===== src/rtl/wall_collision_scanner.sv =====
// wall_collision_scanner: once per frame, walks every wall one per clock through a
// single shared rectangle-overlap comparator against the player bounding box and
// reports a sticky collision flag, the lowest hit wall index and the hit count.
// Optional macro WALL_COLLIDE_MARGIN_EN shrinks the player box by HIT_MARGIN per side.
module wall_collision_scanner #(
  parameter int WALL_NUM   = 10,
  parameter int WALL_W     = 20,
  parameter int WALL_H     = 60,
  parameter int PLAYER_W   = 16,
  parameter int PLAYER_H   = 16,
  parameter int HIT_MARGIN = 2
) (
  input  logic                    pixel_clk,
  input  logic                    reset,
  input  logic                    frame_tick,
  input  logic                    clear_hit,
  input  logic [10:0]             player_x,
  input  logic [10:0]             player_y,
  input  logic [11*WALL_NUM-1:0]  wall_x_flat,
  input  logic [11*WALL_NUM-1:0]  wall_y_flat,
  output logic                    busy,
  output logic                    scan_done,
  output logic                    collision,
  output logic [7:0]              hit_index,
  output logic [7:0]              hit_count
);

  localparam logic [1:0] S_IDLE  = 2'd0;
  localparam logic [1:0] S_LATCH = 2'd1;
  localparam logic [1:0] S_CHECK = 2'd2;
  localparam logic [1:0] S_DONE  = 2'd3;

  localparam logic [7:0] LAST_IDX = 8'(WALL_NUM - 1);

`ifdef WALL_COLLIDE_MARGIN_EN
  localparam int MARGIN = HIT_MARGIN;
`else
  // Full player box; the margin parameter has no effect in this build.
  localparam int MARGIN = 0 * HIT_MARGIN;
`endif

  localparam logic [11:0] WALL_W12 = 12'(WALL_W);
  localparam logic [11:0] WALL_H12 = 12'(WALL_H);
  localparam logic [11:0] X_LO     = 12'(MARGIN);
  localparam logic [11:0] X_HI     = 12'(PLAYER_W - MARGIN);
  localparam logic [11:0] Y_LO     = 12'(MARGIN);
  localparam logic [11:0] Y_HI     = 12'(PLAYER_H - MARGIN);

  // Strict half-open overlap in 12 bits so coordinate sums never wrap; touching edges miss.
  function automatic logic overlap(input logic [10:0] px_i, input logic [10:0] py_i,
                                   input logic [10:0] wx_i, input logic [10:0] wy_i);
    logic [11:0] pxe, pye, wxe, wye;
    pxe = {1'b0, px_i};
    pye = {1'b0, py_i};
    wxe = {1'b0, wx_i};
    wye = {1'b0, wy_i};
    return ((pxe + X_LO) < (wxe + WALL_W12)) && (wxe < (pxe + X_HI)) &&
           ((pye + Y_LO) < (wye + WALL_H12)) && (wye < (pye + Y_HI));
  endfunction

  logic [1:0]  state;
  logic [7:0]  idx;
  logic [7:0]  cnt;
  logic        first_vld;
  logic [7:0]  first_idx;
  logic        done_hit;
  logic [10:0] px, py;
  logic [10:0] wx_cur, wy_cur;
  logic        hit_now;
  logic [7:0]  cnt_nxt;
  logic [7:0]  first_nxt;
  logic        last_check;

  assign wx_cur     = wall_x_flat[11*idx +: 11];
  assign wy_cur     = wall_y_flat[11*idx +: 11];
  assign hit_now    = (state == S_CHECK) && overlap(px, py, wx_cur, wy_cur);
  assign cnt_nxt    = cnt + 8'(hit_now);
  assign first_nxt  = first_vld ? first_idx : idx;
  assign last_check = (state == S_CHECK) && (idx == LAST_IDX);
  assign busy       = (state != S_IDLE);

  // Player snapshot taken once per scan; pure data, so no reset.
  always_ff @(posedge pixel_clk) begin
    if (state == S_LATCH) begin
      px <= player_x;
      py <= player_y;
    end
  end

  // Scan FSM, running accumulators and result registers.
  always_ff @(posedge pixel_clk or posedge reset) begin
    if (reset) begin
      state     <= S_IDLE;
      idx       <= '0;
      cnt       <= '0;
      first_vld <= 1'b0;
      first_idx <= '0;
      done_hit  <= 1'b0;
      scan_done <= 1'b0;
      collision <= 1'b0;
      hit_index <= '0;
      hit_count <= '0;
    end else begin
      scan_done <= 1'b0;
      case (state)
        S_IDLE: begin
          if (frame_tick) state <= S_LATCH;
        end
        S_LATCH: begin
          idx       <= '0;
          cnt       <= '0;
          first_vld <= 1'b0;
          state     <= S_CHECK;
        end
        S_CHECK: begin
          idx <= idx + 8'd1;
          cnt <= cnt_nxt;
          if (hit_now && !first_vld) begin
            first_vld <= 1'b1;
            first_idx <= idx;
          end
          // Results land on the same edge that raises scan_done.
          if (last_check) begin
            state     <= S_DONE;
            scan_done <= 1'b1;
            hit_count <= cnt_nxt;
            done_hit  <= (cnt_nxt != 8'd0);
            if (cnt_nxt != 8'd0) hit_index <= first_nxt;
          end
        end
        default: begin
          state <= S_IDLE;
        end
      endcase
      // A hit being reported (set edge or the DONE cycle itself) beats a clear.
      if (last_check && (cnt_nxt != 8'd0))
        collision <= 1'b1;
      else if (clear_hit && !((state == S_DONE) && done_hit))
        collision <= 1'b0;
    end
  end

endmodule


===== config.mk =====
export PLATFORM = sky130hd
export DESIGN_NAME = wall_collision_scanner
export DESIGN_NICKNAME = d
export VERILOG_FILES = /design/src/rtl/wall_collision_scanner.sv
export SDC_FILE = /design/constraint.sdc
export NUM_CORES = 1
export LEC_CHECK = 0
export ABC_AREA = 1
export BUFFER_PORTS_ARGS = -buffer_cell sky130_fd_sc_hd__buf_4
export CAP_MARGIN = 5
export CORE_ASPECT_RATIO = 1.75
export CORE_MARGIN = 5
export CORE_UTILIZATION = 46
export CTS_CLUSTER_DIAMETER = 200
export DETAILED_ROUTE_END_ITERATION = 16
export PLACE_DENSITY = 0.84
export SLEW_MARGIN = 20
export SYNTH_ARGS = -nofsm -noshare
export SYNTH_HDL_FRONTEND = slang
export SYNTH_SLANG_ARGS = --single-unit

===== constraint.sdc =====
create_clock -name pixel_clk -period 4.9 [get_ports pixel_clk]
set_input_delay 0.98 -clock pixel_clk [delete_from_list [all_inputs] [get_ports pixel_clk]]
set_output_delay 0.98 -clock pixel_clk [all_outputs]
set_load 0.01 [all_outputs]

==> flow_summary.json, run 1 <==
{
  "dieArea_mm2": 0.01748,
  "avgSynthCellArea_um2": 6.369,
  "yosysWarnings": 0,
  "rsz0062_at_grt": "true",
  "hold_violations": 0,
  "cts_made_buffers": 9,
  "crit_type": "flop to flop",
  "firstDrtPassIters": 5,
  "netSwitchingFraction": 0.4720,
  "rows": 59,
  "p_seq_frac": 0.153,
  "dp_hpwl_um": 19620,
  "drc": 0,
  "die_w_um": 102.1,
  "final_antenna_net_count": 0,
  "ioPinCount": 265,
  "cpMaxStageDelayCell": "dfrtp_4",
  "status": "completed",
  "root_buffer": "clkbuf_16",
  "leakage_nw": 5.376,
  "grtUsageTotal": 0.2687,
  "worst_pin_slew_ns": 0.9619,
  "setup_viol": 0,
  "critPathTopFamily": "simple AND/OR/NAND/NOR gates",
  "grt_pass1_wl_um": 36970,
  "path_buf_inv": 7,
  "period_minus_slack_ns": 4.800,
  "mostFrequentLayoutCell": "buf_4",
  "place.gp.congestion": 0.9806,
  "period_share": 0.9795,
  "core_mm2": 0.01476,
  "relSlewSlack": 0.3587,
  "finalClockSkew_ns": 0.01037,
  "nFillCells": 1237,
  "ir_drop_v": 0.0003688,
  "clk_latency_ns": 0.34,
  "htree_num_levels": 3,
  "start_util": 0.4625,
  "most-common-layout-cells": "buf_4, nand2_1, nor2_1, inv_1, nand3_1",
  "synthArstFlopShare": 0.6765,
  "synth_edf_count": 22,
  "crit_path_start_kind": "flop",
  "combPwrFrac": 0.717,
  "synth_area_leader_cell": "dfrtp_1",
  "avgRoutedWirePerCell_um": 17.35,
  "diodes": 0,
  "drtIter0Drc": 355,
  "cpPeakStageDelay_ns": 0.55,
  "die_y_um": 171.2,
  "worstPathMaxFanout": 18,
  "vias": 8340,
  "clockBufferDepth": 2,
  "syn-num-nets": 1371,
  "drive_above_1_share": 0.3377,
  "drv_cap": 0,
  "overflow": 0,
  "finish.utilization": 0.6992,
  "p_int_mw": 2.765,
  "drt_wl_total_um": 27010,
  "syn_inst": 1072,
  "endpoint_kind": "flop",
  "ys.flop_type": "dfrtp_1",
  "grt_pass1_vias": 7790,
  "crit_top_cell": "nand2_1",
  "synthTopCellsByArea": "dfrtp_1, nand2_1, ha_1",
  "io_buffers": 264,
  "cts.sinks": 68,
  "cts_tree": "done",
  "finalMaxSlewViolations": 0,
  "finalSetupTns_ns": 0,
  "fmax_mhz": 208.3,
  "r2r_slack_ns": 0.10,
  "grt_antenna_before_repair": 2,
  "synth_top_area_frac": 0.1686,
  "switching_power_mw": 2.471,
  "viasPerCell": 5.356,
  "hold_class": "flop to flop",
  "cp.arrival_ns": 5.02,
  "power_frac_clock": 0.130,
  "syn_area_mm2": 0.006828,
  "synth_cell_types": 42,
  "crit_required_ns": 5.12,
  "area_growth_pct": 51.18,
  "path_clk_slew_ns": 0.06,
  "ys_seq_elements": 68,
  "power_mw": 5.236,
  "hold_buffers": 0,
  "grt_start_max_net_pins": 52,
  "num-nets-final": 1669,
  "powerDensity_mw_per_mm2": 507.3,
  "synth-seq-area-share": 0.2653
}
## state kept, by name (all words and copies together), names as in the netlist
register	cells
hit_index	8
done_hit	1
idx	8
px	11
hit_count	8
cnt	8
state	2
scan_done	1
first_idx	8
collision	1
py	11
first_vld	1
## area by class of cell
type,count,area [um^2],share of cell area
Clock buffer,9,225.2,0.02182
Clock inverter,6,88.84,0.008606
Inverter,123,481.7,0.04667
Multi-Input combinational cell,829,4572,0.4429
Sequential cell,68,1818,0.1761
Tap cell,183,229.0,0.02218
Timing Repair Buffer,338,2900,0.2810
Timing Repair inverter,1,7.507,0.0007273
## logic make-up after synthesis
family / Yosys count / share of synthesized area
AND/OR/NAND/NOR: 633 / 0.3951
AO/OA/AOI/OAI: 113 / 0.09199
buffers and inverters: 175 / 0.1120
adder cells (fa/ha/maj): 53 / 0.09712
XOR/XNOR: 30 / 0.03848
flip-flops: 68 / 0.2653
## worst min-delay path, delay by kind of cell, from the launching register on
family	cells	cell delay (ns)
simple gates	2	0.11
flops	1	0.34
## metal layers
layer	global-route usage	vias to the layer above	part of all wire
li1	-	4019	-
met1	0.2809	3793	0.34
met2	0.4996	417	0.51
met3	0.04870	107	0.088
met4	0.1376	4	0.058
met5	0	-	0.0013
## per-stage QoR
step,instance area (um^2),setup slack (ns),instances,hold WS [ns]
final,10320,0.1003,1557,0.4799
after floorplan,6828,0.1212,1072,0.4437
after detailed placement,9186,-0.2413,1516,0.4655
after global placement,9186,-0.05284,1516,0.4593
after global routing,10320,-0.1812,1557,0.4929
after CTS,9564,0.04233,1535,0.4809
## power groups by stage
stage | logic [mW] | registers [mW] | clock network [mW]
2_1_floorplan | 2.17 | 0.747 | 0
3_3_place_gp | 3.02 | 0.795 | 0
3_5_place_dp | 3.09 | 0.799 | 0
4_1_cts | 3.16 | 0.789 | 0.691
5_1_grt | 4.16 | 0.812 | 0.716
6_report | 3.75 | 0.802 | 0.681
## synth_stat cells (2+ instances only)
cell and n:
or2_0 2, nor2_2 2, xor2_1 25, edfxtp_1 22, a31oi_1 8, clkinv_1 2, o211ai_1 3, nand3_1 117
buf_4 12, or2_2 23, and3_1 2, o221ai_1 4, buf_1 3, xnor2_1 5, nand2_2 3, o21ai_0 57
buf_2 20, inv_2 2, buf_6 5, nor3_1 12, nor4_1 2, nor2_1 156, dfrtp_1 46, a21oi_2 2
nand3b_1 4, a211oi_1 3, nand2_1 302, o22ai_1 6, a21oi_1 26, inv_1 119, clkbuf_1 12, nand4_1 3
ha_1 53
## repair_timing
item	in CTS	in global routing
pin swaps	0	21
gates cloned	1	10
setup buffers	3	12
endpoints found under the setup margin	8	12
gates resized for setup	7	105
## final timing paths
| path | start | depth (start not counted) | end |
|---|---|---|---|
| setup / recovery | idx[0] | 33 | hit_index[6] |
| hold / removal | first_idx[7] | 2 | first_idx[7] |
| setup reg to reg | idx[0] | 33 | hit_index[6] |
| hold reg to reg | first_idx[7] | 2 | first_idx[7] |
| max in group asynchronous | reset | 3 | state[0] |
| min in group asynchronous | reset | 2 | hit_count[2] |
(Power assumes the default switching activity.)
==> run 2, diff against run 1 <==
--- a/config.mk
+++ b/config.mk
@@ -10,10 +10,11 @@
 export CAP_MARGIN = 5
 export CORE_ASPECT_RATIO = 1.75
 export CORE_MARGIN = 5
-export CORE_UTILIZATION = 46
+export CORE_UTILIZATION = 47
+export CTS_BUF_LIST = sky130_fd_sc_hd__clkbuf_2
 export CTS_CLUSTER_DIAMETER = 200
 export DETAILED_ROUTE_END_ITERATION = 16
-export PLACE_DENSITY = 0.84
+export PLACE_DENSITY = 0.85
 export SLEW_MARGIN = 20
 export SYNTH_ARGS = -nofsm -noshare
 export SYNTH_HDL_FRONTEND = slang
==> run 2 against run 1 <==
  * Register-to-register slack got worse by 0.17 ns
  * Largest cell class unchanged
  * The run now ends with negative setup slack left
  * Global-route usage up 1.2 points
  * Power is 8.7% lower
  * Die area fell by 2.0%
  * Core utilization hardly changed
  * Highest routed layer unchanged
  * Fmax decreased by 3.4%
  * Combinational power shrank 3%
  * Design area fell by 3.1%
==> flow_summary.json, run 2 (synthesis gave the netlist of run 1 again) <==
{
  "crit_required_ns": 5.34,
  "root_buffer": "clkbuf_2",
  "cpMaxStageDelayCell": "dfrtp_4",
  "drtIter0Drc": 409,
  "final_antenna_net_count": 0,
  "clockBufferDepth": 2,
  "die_y_um": 169.4,
  "mostFrequentLayoutCell": "buf_4",
  "relSlewSlack": 0.3381,
  "io_buffers": 264,
  "die_w_um": 101.1,
  "cpPeakStageDelay_ns": 0.62,
  "wl_met3_um": 2108,
  "largestRegisters": "px (11), py (11)",
  "dr.max_layer_used": "met5",
  "pre_cts_ws_ns": -0.3424,
  "area_growth_pct": 46.45,
  "violations": "negative setup slack",
  "worst_slack_ns": -0.06734,
  "fmax_mhz": 201.3,
  "start_util": 0.4776,
  "powerDensity_mw_per_mm2": 478.1,
  "cts_made_buffers": 9,
  "avgRoutedWirePerCell_um": 16.61,
  "hold_buffers": 0,
  "viasPerCell": 5.280,
  "drt_wl_total_um": 26110,
  "path_clk_slew_ns": 0.22,
  "power_frac_clock": 0.072,
  "vias": 8300,
  "hold_class": "flop to flop",
  "rsz0062_at_grt": "true",
  "ioPinCount": 265,
  "p_seq_frac": 0.167,
  "switching_power_mw": 2.402,
  "worst_pin_slew_ns": 0.9928,
  "overflow": 0,
  "leakage_nw": 5.272,
  "grt_antenna_before_repair": 3,
  "cp.arrival_ns": 5.41,
  "crit_type": "flop to flop",
  "firstDrtPassIters": 5,
  "core_mm2": 0.01430,
  "cts.sinks": 68,
  "clk_latency_ns": 0.54,
  "period_share": 1.014,
  "dpl.cell_count": 1526,
  "finalSetupTns_ns": -0.4101,
  "wl_met1_um": 9297,
  "finalMaxSlewViolations": 0,
  "design_area_mm2": 0.01000,
  "ir_drop_v": 0.0003271,
  "drv_cap": 0,
  "drive_above_1_share": 0.3307,
  "grt_pass1_wl_um": 38250,
  "htree_num_levels": 3,
  "finalClockSkew_ns": 0.03761,
  "most-common-layout-cells": "buf_4, nand2_1, nor2_1, inv_1, nand3_1",
  "grt_start_max_net_pins": 47,
  "combPwrFrac": 0.761,
  "period_minus_slack_ns": 4.967,
  "dp_hpwl_um": 20180,
  "place.gp.congestion": 0.9564,
  "status": "complete, but fails checks",
  "grtUsageTotal": 0.2803,
  "power_mw": 4.781,
  "num-nets-final": 1685,
  "drc": 0,
  "setup_viol": 7,
  "wl_met2_um": 13310,
  "endpoint_kind": "flop",
  "rows": 58,
  "grt_pass1_vias": 7946,
  "netSwitchingFraction": 0.5025,
  "fin_cells": 1572,
  "worstPathMaxFanout": 8,
  "dieArea_mm2": 0.01713,
  "crit_path_start_kind": "flop",
  "placed_area_mm2": 0.009255,
  "p_int_mw": 2.378,
  "cts_tree": "done",
  "hold_violations": 0
}
[run 2: power by group through the flow]
stage | logic [mW] | registers, mW | clock network [mW]
after floorplan | 2.17 | 0.747 | 0
after global placement | 3.08 | 0.793 | 0
after detailed placement | 3.16 | 0.796 | 0
after CTS | 3.25 | 0.790 | 0.352
after global routing | 4.05 | 0.811 | 0.372
final | 3.64 | 0.800 | 0.344
[run 2: layer usage]
layer | vias up | track usage
li1 | 4048 | -
met1 | 3779 | 0.3140
met2 | 382 | 0.5031
met3 | 87 | 0.04936
met4 | 4 | 0.1325
met5 | - | 0
[run 2: path summary, 6_finish.rpt]
check                             start           end  slack (ns)  cells after the start
setup / recovery                 idx[0]  hit_index[3]       -0.07                     32
max in group asynchronous         reset        idx[0]        3.91                      3
setup reg to reg                 idx[0]  hit_index[3]       -0.07                     32
min in group asynchronous         reset  hit_count[0]        0.56                      3
hold reg to reg            first_idx[1]  first_idx[1]        0.51                      2
hold / removal             first_idx[1]  first_idx[1]        0.51                      2
[run 2: final cells by class]
cell class	count	area, um^2
timing repair inverter	2	16.27
clock buffer	9	45.04
antenna	1	2.502
inverter	123	481.7
tap	180	225.2
clock inverter	7	75.07
timing repair buffer	353	2831
multi-input combinational	829	4504
fill	1220	4297
sequential	68	1818
[run 2: through the flow]
stage          hold slack [ns]    util
6_report                0.5102  0.6995
5_1_grt                 0.5431  0.6995
4_1_cts                 0.5121  0.6643
3_5_place_dp            0.4656  0.6474
3_3_place_gp            0.4596  0.6474
2_1_floorplan           0.4437       -
[run 2: worst max-delay path, delay by kind of cell (launching register included)]
family	cells	cell delay, ns
buffers and inverters	6	0.86
and+or+nand+nor	18	1.95
DFF	1	0.62
xor gates and xnor gates	2	0.36
adders and majority gates	3	0.60
AOI/OAI and AO/OA	3	0.46
[run 2: repair_timing]
action / 4_1_cts / 5_1_grt
setup endpoints to repair: 8 / 11
cloned: 2 / 4
gates resized for setup: 14 / 65
pin swaps: 1 / 30
buffers inserted: 5 / 18
